`src/rtl/uart_pkg.sv`:
```
// Shared UART constants and the baud divisor type, imported by every UART block.
package uart_pkg;

    localparam int UART_DIV_W        = 16;
    localparam int UART_FRAC_W       = 4;
    localparam int UART_OS           = 16;
    // 50 MHz / (19200 * 16) = 162.76 -> 162 + 12/16
    localparam int UART_DEF_DIV_INT  = 162;
    localparam int UART_DEF_DIV_FRAC = 12;

    typedef struct packed {
        logic [UART_DIV_W-1:0]  div_int;
        logic [UART_FRAC_W-1:0] div_frac;
    } baud_div_t;

    localparam baud_div_t UART_DEF_DIV = {UART_DIV_W'(UART_DEF_DIV_INT),
                                          UART_FRAC_W'(UART_DEF_DIV_FRAC)};

endpackage

```
`src/rtl/uart_baud_gen_frac_if.sv`:
```
// Control and tick bundle between the baud generator and the UART datapath.
interface uart_baud_gen_frac_if
    import uart_pkg::*;
#(
    parameter int DIV_W  = UART_DIV_W,
    parameter int FRAC_W = UART_FRAC_W,
    parameter int OS     = UART_OS
);
    localparam int PH_W = $clog2(OS);

    logic              en;
    logic [DIV_W-1:0]  div_int;
    logic [FRAC_W-1:0] div_frac;
    logic              div_load;
    logic              sync;
    logic              tick_os;
    logic              tick_bit;
    logic [PH_W-1:0]   os_phase;

    modport master (
        output en, div_int, div_frac, div_load, sync,
        input  tick_os, tick_bit, os_phase
    );

    modport slave (
        input  en, div_int, div_frac, div_load, sync,
        output tick_os, tick_bit, os_phase
    );

endinterface

```
`src/rtl/uart_os_counter.sv`:
```
// Oversample phase counter; emits the bit tick on the last oversample of each bit.
module uart_os_counter
    import uart_pkg::*;
#(
    parameter int OS = UART_OS
)(
    input  logic                  clk,
    input  logic                  reset,
    input  logic                  en,
    input  logic                  sync,
    input  logic                  tick_os,
    output logic [$clog2(OS)-1:0] os_phase,
    output logic                  tick_bit
);
    localparam int PH_W = $clog2(OS);

    logic [PH_W-1:0] phase_reg;
    logic [PH_W-1:0] phase_next;

    // A start edge lands the phase mid-bit so the first bit tick samples the centre.
    always_comb begin
        phase_next = phase_reg;
        if (en && sync) begin
            phase_next = PH_W'(OS / 2);
        end else if (tick_os) begin
            phase_next = phase_reg + PH_W'(1);
        end
    end

    always_ff @(posedge clk or negedge reset) begin
        if (!reset) begin
            phase_reg <= '0;
        end else begin
            phase_reg <= phase_next;
        end
    end

    assign os_phase = phase_reg;
    assign tick_bit = tick_os && (phase_reg == PH_W'(OS - 1));

endmodule

```
`src/rtl/uart_baud_gen_frac.sv`:
```
// Fractional-N baud generator: integer down-counter stretched by one cycle on
// each carry of the fractional accumulator, with a shadowed runtime divisor.
module uart_baud_gen_frac
    import uart_pkg::*;
#(
    parameter int DIV_W        = UART_DIV_W,
    parameter int FRAC_W       = UART_FRAC_W,
    parameter int OS           = UART_OS,
    parameter int DEF_DIV_INT  = UART_DEF_DIV_INT,
    parameter int DEF_DIV_FRAC = UART_DEF_DIV_FRAC
)(
    input  logic               clk,
    input  logic               reset,
    uart_baud_gen_frac_if.slave bus
);
    localparam int PH_W = $clog2(OS);

    typedef struct packed {
        logic [DIV_W-1:0]  div_int;
        logic [FRAC_W-1:0] div_frac;
    } div_val_t;

    localparam div_val_t DEF_DIV = {DIV_W'(DEF_DIV_INT), FRAC_W'(DEF_DIV_FRAC)};

    div_val_t          act_reg, act_next;
    div_val_t          shadow_reg, shadow_next;
    div_val_t          load_val;
    div_val_t          eff;
    logic              pend_reg, pend_next;
    logic [DIV_W-1:0]  cnt_reg, cnt_next;
    logic [FRAC_W-1:0] acc_reg, acc_next;
    logic [FRAC_W-1:0] acc_sum;
    logic              carry;
    logic              tick_os;
    logic              sync_act;
    logic              reload;
    logic              take;
    logic [PH_W-1:0]   os_phase;
    logic              tick_bit;

    always_comb begin
        load_val.div_int  = (bus.div_int < DIV_W'(2)) ? DIV_W'(2) : bus.div_int;
        load_val.div_frac = bus.div_frac;

        tick_os  = bus.en && (cnt_reg == '0) && !bus.sync;
        sync_act = bus.en && bus.sync;
        // Any cycle where the count is not running mid-period may swap the divisor.
        reload   = tick_os || sync_act || !bus.en;
        take     = reload && (pend_reg || bus.div_load);
        eff      = take ? (bus.div_load ? load_val : shadow_reg) : act_reg;

        {carry, acc_sum} = {1'b0, acc_reg} + {1'b0, eff.div_frac};

        shadow_next = bus.div_load ? load_val : shadow_reg;
        act_next    = eff;
        pend_next   = take ? 1'b0 : (pend_reg || bus.div_load);

        cnt_next = cnt_reg;
        acc_next = acc_reg;
        if (sync_act) begin
            cnt_next = eff.div_int - DIV_W'(1);
            acc_next = '0;
        end else if (tick_os) begin
            // Modular arithmetic keeps int_max + carry - 1 exact in DIV_W bits.
            cnt_next = eff.div_int + {{(DIV_W-1){1'b0}}, carry} - DIV_W'(1);
            acc_next = acc_sum;
        end else if (bus.en) begin
            cnt_next = cnt_reg - DIV_W'(1);
        end
    end

    always_ff @(posedge clk or negedge reset) begin
        if (!reset) begin
            act_reg    <= DEF_DIV;
            shadow_reg <= DEF_DIV;
            pend_reg   <= 1'b0;
            cnt_reg    <= DIV_W'(DEF_DIV_INT - 1);
            acc_reg    <= '0;
        end else begin
            act_reg    <= act_next;
            shadow_reg <= shadow_next;
            pend_reg   <= pend_next;
            cnt_reg    <= cnt_next;
            acc_reg    <= acc_next;
        end
    end

    uart_os_counter #(
        .OS (OS)
    ) u_os_counter (
        .clk      (clk),
        .reset    (reset),
        .en       (bus.en),
        .sync     (bus.sync),
        .tick_os  (tick_os),
        .os_phase (os_phase),
        .tick_bit (tick_bit)
    );

    assign bus.tick_os  = tick_os;
    assign bus.tick_bit = tick_bit;
    assign bus.os_phase = os_phase;

endmodule

```
`src/flat_wrapper.sv`:
```
// flat-port wrapper written by rule: the top's interface ports become plain ports
module uart_baud_gen_frac_flat import uart_pkg::*;
#(
    parameter int DIV_W        = UART_DIV_W,
    parameter int FRAC_W       = UART_FRAC_W,
    parameter int OS           = UART_OS,
    parameter int DEF_DIV_INT  = UART_DEF_DIV_INT,
    parameter int DEF_DIV_FRAC = UART_DEF_DIV_FRAC
)
  (clk, reset, bus_en, bus_div_int, bus_div_frac, bus_div_load, bus_sync, bus_tick_os, bus_tick_bit, bus_os_phase);
  uart_baud_gen_frac_if #(.DIV_W(DIV_W), .FRAC_W(FRAC_W), .OS(OS)) bus_i ();
  input  logic clk;
  input  logic reset;
  input wire logic [$bits(bus_i.en)-1:0] bus_en;
  input wire logic [$bits(bus_i.div_int)-1:0] bus_div_int;
  input wire logic [$bits(bus_i.div_frac)-1:0] bus_div_frac;
  input wire logic [$bits(bus_i.div_load)-1:0] bus_div_load;
  input wire logic [$bits(bus_i.sync)-1:0] bus_sync;
  output wire logic [$bits(bus_i.tick_os)-1:0] bus_tick_os;
  output wire logic [$bits(bus_i.tick_bit)-1:0] bus_tick_bit;
  output wire logic [$bits(bus_i.os_phase)-1:0] bus_os_phase;
  assign bus_i.en = bus_en;
  assign bus_i.div_int = bus_div_int;
  assign bus_i.div_frac = bus_div_frac;
  assign bus_i.div_load = bus_div_load;
  assign bus_i.sync = bus_sync;
  assign bus_tick_os = bus_i.tick_os;
  assign bus_tick_bit = bus_i.tick_bit;
  assign bus_os_phase = bus_i.os_phase;
  uart_baud_gen_frac #(.DIV_W(DIV_W), .FRAC_W(FRAC_W), .OS(OS), .DEF_DIV_INT(DEF_DIV_INT), .DEF_DIV_FRAC(DEF_DIV_FRAC)) u_core (.clk(clk), .reset(reset), .bus(bus_i));
endmodule
```
`config.mk`:
```
export PLATFORM = sky130hd
export DESIGN_NAME = uart_baud_gen_frac_flat
export DESIGN_NICKNAME = d
export VERILOG_FILES = /design/src/rtl/uart_pkg.sv /design/src/rtl/uart_baud_gen_frac_if.sv /design/src/rtl/uart_os_counter.sv /design/src/rtl/uart_baud_gen_frac.sv /design/src/flat_wrapper.sv
export SDC_FILE = /design/constraint.sdc
export NUM_CORES = 1
export LEC_CHECK = 0
export CAP_MARGIN = 15
export CELL_PAD_IN_SITES_DETAIL_PLACEMENT = 1
export CELL_PAD_IN_SITES_GLOBAL_PLACEMENT = 1
export CORE_MARGIN = 2
export CORE_UTILIZATION = 45
export DETAILED_ROUTE_END_ITERATION = 10
export GPL_TIMING_DRIVEN = 0
export PLACE_DENSITY_LB_ADDON = 0.2
export SLEW_MARGIN = 20
export SYNTH_ARGS = -nofsm -noshare
export SYNTH_HDL_FRONTEND = slang
export SYNTH_SLANG_ARGS = --single-unit
```
`constraint.sdc`:
```
create_clock -name clk -period 6.4 [get_ports clk]
set_input_delay 1.28 -clock clk [delete_from_list [all_inputs] [get_ports clk]]
set_output_delay 1.28 -clock clk [all_outputs]
set_load 0.1 [all_outputs]
```
======== After elaboration in Yosys (flattened, before gate mapping) ========
Index checks and enable logic that the tools add are counted.
W data, S select, Z words.
storage, ports and cells
  bits in registers ....................... 65
  input port bits ......................... 25
  word-level logic and storage cells ...... 40
cells by class
  add/sub/neg operators ................... 6
  order comparisons ....................... 1
  eq/ne operators ......................... 1
  multiplexer cells ....................... 11
  reduce and logical (&&, ||, !) cells .... 13
operator list
  cell                     number
  $mux W16                 4
  $sub A16 B1 Y16 const B  3
  $mux W20                 2
  $add A16 B1 Y16          1
  $logic_not A16 Y1        1
  $lt A16 B2 Y1 const B    1
  $mux W4                  4
  $add A4 B4 Y5            1
  $logic_and A1 B1 Y1      5
  $add A4 B1 Y4 const B    1
  $eq A4 B4 Y1 const B     1
  $logic_or A1 B1 Y1       3
  $reduce_bool A3 Y1       1
  $logic_not A1 Y1         2
  $reduce_bool A2 Y1       1
  $mux W1                  1

======== Logic depth before layout (Yosys ltp) ========
Gate-level depths: netlist of run 1.
  word-level depth ........................ 12
  gate-level depth with buffers ........... 21
  mapped depth without buffers ............ 19

======== Hierarchy ========
Synthesis of run 1 repeated with hierarchy kept, for this count alone.
second synthesis, totals
  cells, all modules ...................... 423
  area total of the unflattened synthesis .. 4139.0 um2
modules (own cells, without submodules)
  module              instances  cells each  area each (um2)  sequential area each (um2)
  uart_baud_gen_frac  1          404         3912.5           1542.7
  uart_os_counter     1          19          226.5            100.1

======== Worst setup path after synthesis of run 1 ========
No wires, ideal clock.
  kind .................................... input to output
  start point ............................. in bus_en
  end point ............................... out bus_tick_bit
  arrival ................................. 3.458 ns
  data required time ...................... 5.120 ns
  path slack .............................. 1.662 ns
  cell stages on the path ................. 7
  path buffers ............................ 1
  cells stage by stage .................... clkbuf_1 > inv_1 > nor2_1 > nand2_1 > clkinv_1 > nand2_1 > nor2_1
between the ends
  longest elaborated chain between the ends .. 3
ends and longest elaborated chain
  what                               line                      text
  start, declared                    flat_wrapper.sv:14        input wire logic [$bits(bus_i.en)-1:0] bus_en;
  $logic_and A1 B1 Y1 (2 in series)  uart_baud_gen_frac.sv:45  tick_os = bus.en && (cnt_reg == '0) && !bus.sync;
  $logic_and A1 B1 Y1                uart_os_counter.sv:39     assign tick_bit = tick_os && (phase_reg == PH_W'(OS - 1));
  end, declared                      flat_wrapper.sv:20        output wire logic [$bits(bus_i.tick_bit)-1:0] bus_tick_bit;
Every way passes these cells.

======== Worst setup path in the final report of run 1 ========
  start point ............................. in bus_en
  end point ............................... out bus_tick_os
between the ends
  longest elaborated chain between the ends .. 2
ends and longest elaborated chain
  what                               line                      text
  $logic_and A1 B1 Y1 (2 in series)  uart_baud_gen_frac.sv:45
  end, declared                      flat_wrapper.sv:19        output wire logic [$bits(bus_i.tick_os)-1:0] bus_tick_os;
Every way passes these cells.

==> results of run 1 <==
[layer usage]
layer | share of wire, % | wire (microns)
met4 | 2.6 | 289
met5 | 0 | 0
met2 | 46 | 5060
met3 | 3.8 | 420
met1 | 48 | 5330
[synthesized netlist by cell type, types with 9 or more instances]
library cell and count:
nor3_1 18, mux2i_1 14, xor2_1 9, dfrtp_1 52, ha_1 10, clkbuf_1 11
nor4_1 10, xnor2_1 19, nand3_1 15, a21oi_1 16, nand2_1 49, nor2_1 30
inv_1 25, mux2_2 18, o21ai_0 19, dfstp_2 13
[cells by family (layout without fill, tap and decap cells)]
family	Yosys count	count (layout)	synth area share [%]
compound gates	84	84	15.2
xor+xnor	28	28	6.20
fa+ha+maj	11	11	3.67
buf+inv	46	92	4.72
flops	65	65	41.6
mux	33	33	9.02
simple gates	154	154	19.7
[power breakdown]
| group | internal [mW] | total [mW] | switching, mW |
|---|---|---|---|
| logic | 0.131 | 0.320 | 0.189 |
| registers | 0.479 | 0.538 | 0.0589 |
| clock network | 0.144 | 0.328 | 0.184 |
[cell type report]
type | count | share of cell area, %
Multi-Input combinational cell | 310 | 46.5
Sequential cell | 65 | 35.9
Timing Repair Buffer | 30 | 6.73
Tap cell | 108 | 2.95
Clock buffer | 9 | 2.71
Inverter | 27 | 2.22
Buffer | 19 | 1.86
Clock inverter | 7 | 1.15
[worst min-delay path, cell delays in order (launching register included)]
cell and delay, ns:
dfstp_2 0.37, nand2_1 0.05, nand2_1 0.07
[final timing paths]
kind                                    from                    to  cells after the start
min                        u_core.act_reg[2]     u_core.act_reg[2]                      2
max                                   bus_en           bus_tick_os                      8
min in group asynchronous              reset  u_core.shadow_reg[1]                      1
max reg2reg                u_core.cnt_reg[0]    u_core.cnt_reg[10]                     21
min reg2reg                u_core.act_reg[2]     u_core.act_reg[2]                      2
max in group asynchronous              reset  u_core.shadow_reg[5]                      2
==> flow_summary_export.csv, run 1 <==
group,metric,value,unit
synthesis,synth_flop_cell,"dfrtp_1",
layout,layout_common_cells,"dfrtp_1 (52), nand2_1 (49), nor2_1 (30)",
global_routing,grt_pass1_wl,18500,microns
setup_path,crit_required,5.12,ns
setup_path,critPathTopFamily,"buffers and inverters",
layout,layout_commonest_cell,"dfrtp_1",
cts,clk_pin_slew,0.08,ns
setup_path,regToRegSetupSlack,1.58,ns
setup_path,crit_top_cell,"clkdlybuf4s50_1",
cts,postCtsHoldBufs,0,
floorplan,dieArea,9550,sq um
routing,routed_wl,11100,microns
synthesis,synth-seq-area-share,41.6,%
global_routing,antenna_found_initial,0,
routing,antenna_left,0,
placed_design,placed_area,4400,sq um
setup_path,cp-start-kind,"input port",
floorplan,io_pins,31,
placed_design,dp_hpwl,8360,microns
timing,finalSetupViolCount,0,
routing,vias,3327,
layout,n_fill_cell,985,
placed_design,place_congestion,0.880,
setup_path,end_kind,"output pin",
cts,postCtsSetupBuffers,0,
timing,hold_violations,0,
power,vdd_ir_drop_max,0.131,mV
global_routing,grt_usage,24.6,%
timing,tightestPinTransition,0.995,ns
routing,via_per_inst,5.79,
timing,whs,0.485,ns
synthesis,yosysUniqueCellTypes,62,
routing,drcViolationCount,0,
layout,finalNonFillerCells,575,
layout,fin_nets,498,
synthesis,synth_fp_nets,457,
timing,tns,0,ns
global_routing,grt_max_degree,37,
layout,design_area,4570,sq um
floorplan,coreArea,8640,sq um
cts,cts_max_path_buffers,2,
floorplan,rows,34,
timing,grt_setup_unrepaired,"false",
cts,clk-insertion-delay-late,0.36,ns
outcome,outcome,"finished, final reports clean",
layout,antenna_cells,0,
synthesis,syn_area,3950,sq um
routing,firstDrtPassIters,4,
synthesis,syn_inst,421,
synthesis,synth_top_area_cell,"dfrtp_1",
cts,cts_sinks,65,
setup_path,cp_slowest_cell,"clkdlybuf4s50_1",
cts,cts_root_buffer,"clkbuf_8",
timing,max_freq,162,MHz
global_routing,grtUsageMet2,39.1,%
synthesis,synth_edf_count,0,
cts,htreeDepth,3,
global_routing,use_met1,33.4,%
routing,wl_per_cell,19.3,microns
power,p_leak,1.87,nW
cts,cts_tree,"built",
placed_design,dpl_worst_slack,0.186,ns
synthesis,ys_ff_latch,65,
setup_path,crit_chain,"clkdlybuf4s50_1 > clkbuf_1 > inv_1 > nor2_1 > nand2_1 > clkinv_1 > buf_1 > clkdlybuf4s50_1",
cts,cts_resized,0,
timing,layout_setup_ws,0.213,ns
global_routing,grt_busiest_layer,"met2",
setup_path,slowest_delay,1.25,ns
synthesis,ys_async_sr_fraction,100,%
timing,slew_viol_final,0,
floorplan,dieWidth,97.7,microns
placed_design,dp.cells,559,
timing,finalCritPeriodShare,96.7,%
floorplan,start_util,45.8,%
power,power.density,259,nW/um^2
layout,fin_util,53.0,%
layout,multi_input_area,2120,sq um
timing,period_minus_slack,6.19,ns
worst_hold_path,hold_path_class,"reg -> reg",
timing,slew_headroom,33.5,%
setup_path,worstSetupPathType,"in -> out",
floorplan,die_h,97.7,microns
setup_path,path_max_fanout,10,
synthesis,synth_warnings,0,
synthesis,netlist.area_leader.share,32.9,%
setup_path,worst-path-buf-inv,6,
global_routing,gr-usage-met3,4.22,%
cts,numCtsBuffers,9,
layout,area_delta_synth_final,15.7,%
synthesis,synth_area_leaders,"dfrtp_1 (33%), dfstp_2 (8.6%), mux2_2 (5.1%), nand2_1 (4.7%), xnor2_1 (4.2%)",
synthesis,syn_area_per_cell,9.39,sq um
timing,fin_skew,0.0113,ns
global_routing,overflow,0,
power,power,1.19,mW
placed_design,port-buffer-count,29,
layout,regArea,1640,sq um
run,maxCapViolCount,0,
setup_path,cp.arrival,4.91,ns
routing,drtIter0Drc,193,
global_routing,grt_pass1_vias,3541,
layout,drive_gt1_share,14.1,%
Note: power is estimated with default switching activity, not from simulation.
==> run 2: changes to the inputs <==
--- a/config.mk
+++ b/config.mk
@@ -5,6 +5,7 @@
 export SDC_FILE = /design/constraint.sdc
 export NUM_CORES = 1
 export LEC_CHECK = 0
+export ABC_AREA = 1
 export CAP_MARGIN = 15
 export CELL_PAD_IN_SITES_DETAIL_PLACEMENT = 1
 export CELL_PAD_IN_SITES_GLOBAL_PLACEMENT = 1
==> flow_summary_export.csv, run 2 <==
group,metric,value,unit
cts,postCtsSetupBuffers,0,
setup_path,cp-start-kind,"input port",
synthesis,synth_flop_cell,"dfrtp_1",
run,maxCapViolCount,0,
global_routing,grt_pass1_wl,21700,microns
synthesis,synth_fp_nets,650,
floorplan,dieArea,10600,sq um
power,power,1.26,mW
synthesis,synth_top_area_cell,"dfrtp_1",
timing,whs,0.475,ns
synthesis,synth_area_leaders,"dfrtp_1 (30%), nand2_1 (18%), dfstp_2 (7.8%), nand3_1 (6.8%), inv_1 (5.8%)",
timing,grt_setup_unrepaired,"false",
timing,hold_violations,0,
synthesis,ys_ff_latch,65,
global_routing,grt_pass1_vias,4284,
setup_path,end_kind,"output pin",
cts,htreeDepth,3,
layout,drive_gt1_share,15.3,%
global_routing,antenna_found_initial,0,
synthesis,netlist.area_leader.share,29.7,%
worst_hold_path,worstHoldPathCells,2,
placed_design,dp.cells,777,
floorplan,dieWidth,103,microns
floorplan,die_h,103,microns
global_routing,overflow,0,
layout,n_fill_cell,1278,
setup_path,worst-path-buf-inv,4,
routing,routed_wl,13300,microns
timing,tightestPinTransition,0.965,ns
routing,drtIter0Drc,246,
setup_path,rr_startpoint,"u_core.cnt_reg[0]",
placed_design,port-buffer-count,29,
setup_path,crit_chain,"clkdlybuf4s50_1 > buf_2 > nor2_1 > nand3_1 > nor4_1 > nand2_1 > clkbuf_1 > nor4_1 > clkdlybuf4s50_1",
synthesis,synth-seq-area-share,37.5,%
synthesis,synth_most_common_cell,"nand2_1",
synthesis,ys_async_sr_fraction,100,%
layout,layout_common_cells,"nand2_1 (209), inv_1 (68), nand3_1 (60)",
timing,finalSetupViolCount,0,
cts,postCtsHoldBufs,0,
floorplan,rows,36,
setup_path,worstSetupPathType,"in -> out",
cts,clk-insertion-delay-late,0.35,ns
cts,cts_root_buffer,"clkbuf_8",
floorplan,io_pins,31,
timing,slew_headroom,35.5,%
global_routing,grt_usage,27.1,%
cts,cts_sinks,65,
routing,drcViolationCount,0,
setup_path,slowest_delay,1.18,ns
routing,antenna_left,0,
synthesis,syn_area_per_cell,7.14,sq um
synthesis,synth_common_cells,"nand2_1 (209), inv_1 (68), nand3_1 (60), dfrtp_1 (52), nor2_1 (41)",
timing,max_freq,184,MHz
power,vdd_ir_drop_max,0.111,mV
worst_hold_path,worstHoldEndpoint,"u_core.shadow_reg[0]",
synthesis,yosysUniqueCellTypes,42,
global_routing,grt_max_degree,50,
routing,firstDrtPassIters,4,
placed_design,dp_hpwl,10100,microns
timing,fin_skew,0.0111,ns
setup_path,reg2reg_to,"u_core.cnt_reg[12]",
cts,numCtsBuffers,9,
layout,multi_input_area,2350,sq um
layout,area_delta_synth_final,16.2,%
power,power.density,248,nW/um^2
layout,design_area,5100,sq um
timing,tns,0,ns
floorplan,coreArea,9590,sq um
worst_hold_path,hold_path_class,"reg -> reg",
setup_path,worst-r2r-cell-count,25,
placed_design,place_congestion,0.898,
setup_path,regToRegSetupSlack,2.36,ns
floorplan,start_util,45.7,%
cts,cts_max_path_buffers,2,
synthesis,syn_area,4390,sq um
layout,regArea,1640,sq um
setup_path,crit_required,5.12,ns
layout,antenna_cells,0,
routing,vias,4178,
setup_path,critPathTopFamily,"buffers and inverters",
timing,layout_setup_ws,0.955,ns
synthesis,syn_inst,614,
layout,finalNonFillerCells,793,
layout,fin_util,53.1,%
timing,period_minus_slack,5.44,ns
synthesis,synth_edf_count,0,
routing,wl_per_cell,16.7,microns
outcome,outcome,"finished, final reports clean",
placed_design,placed_area,4870,sq um
cts,cts_resized,0,
layout,layout_commonest_cell,"nand2_1",
cts,clk_pin_slew,0.08,ns
timing,finalCritPeriodShare,85.1,%
worst_hold_path,hold_start,"u_core.shadow_reg[0]",
synthesis,synth_warnings,0,
power,p_leak,2.47,nW
cts,cts_tree,"built",
setup_path,path_max_fanout,10,
setup_path,cp.arrival,4.16,ns
placed_design,dpl_worst_slack,0.995,ns
layout,fin_nets,691,
timing,slew_viol_final,0,
setup_path,cp_slowest_cell,"clkdlybuf4s50_1",
routing,via_per_inst,5.27,
-- run 2: power breakdown --
group / internal, mW / switching [mW] / total (mW)
combinational: 0.115 / 0.235 / 0.349
clock: 0.231 / 0.180 / 0.411
sequential: 0.469 / 0.0346 / 0.503
-- run 2: worst reg2reg max path, delay by kind of cell, from the launching register on --
family / cells / cell delay (ns)
adders and majority gates: 5 / 1.37
buffers and inverters: 4 / 0.53
AOI/OAI and AO/OA: 2 / 0.40
DFF: 1 / 0.37
and+or+nand+nor: 14 / 1.27
-- run 2: cell families (layout without fill, tap and decap cells) --
| kind of cell | Yosys count | count (layout) | share of synthesized area [%] |
|---|---|---|---|
| AND/OR/NAND/NOR | 372 | 372 | 39.4 |
| XOR/XNOR | 12 | 12 | 2.40 |
| buffers and inverters | 94 | 140 | 8.96 |
| AO/OA/AOI/OAI | 60 | 60 | 8.53 |
| adder cells (fa/ha/maj) | 11 | 11 | 3.31 |
| flip-flops | 65 | 65 | 37.5 |
-- run 2: cell type report --
type | count | area share (%)
timing repair buffer | 30 | 6.19
clock inverter | 6 | 1.77
tap | 133 | 3.27
clock buffer | 10 | 2.70
multi-input combinational | 455 | 46.1
sequential | 65 | 32.2
inverter | 77 | 5.67
buffer | 17 | 2.04
-- run 2: worst max path at each step --
stage | from | endpoint | cells after the start
after global placement | bus_sync | bus_tick_bit | 9
after CTS | bus_sync | bus_tick_bit | 9
final | bus_sync | bus_tick_bit | 9
after detailed placement | bus_sync | bus_tick_bit | 9
after global routing | bus_sync | bus_tick_bit | 9
after floorplan | bus_sync | bus_tick_bit | 7
-- run 2: per-layer routing --
metal | global-route usage, % | up-vias | share of wire [%]
li1 | - | 2041 | -
met1 | 35.2 | 2035 | 46
met2 | 46.6 | 81 | 48
met3 | 3.93 | 21 | 3.7
met4 | 9.11 | 0 | 2.3
met5 | 0 | - | 0
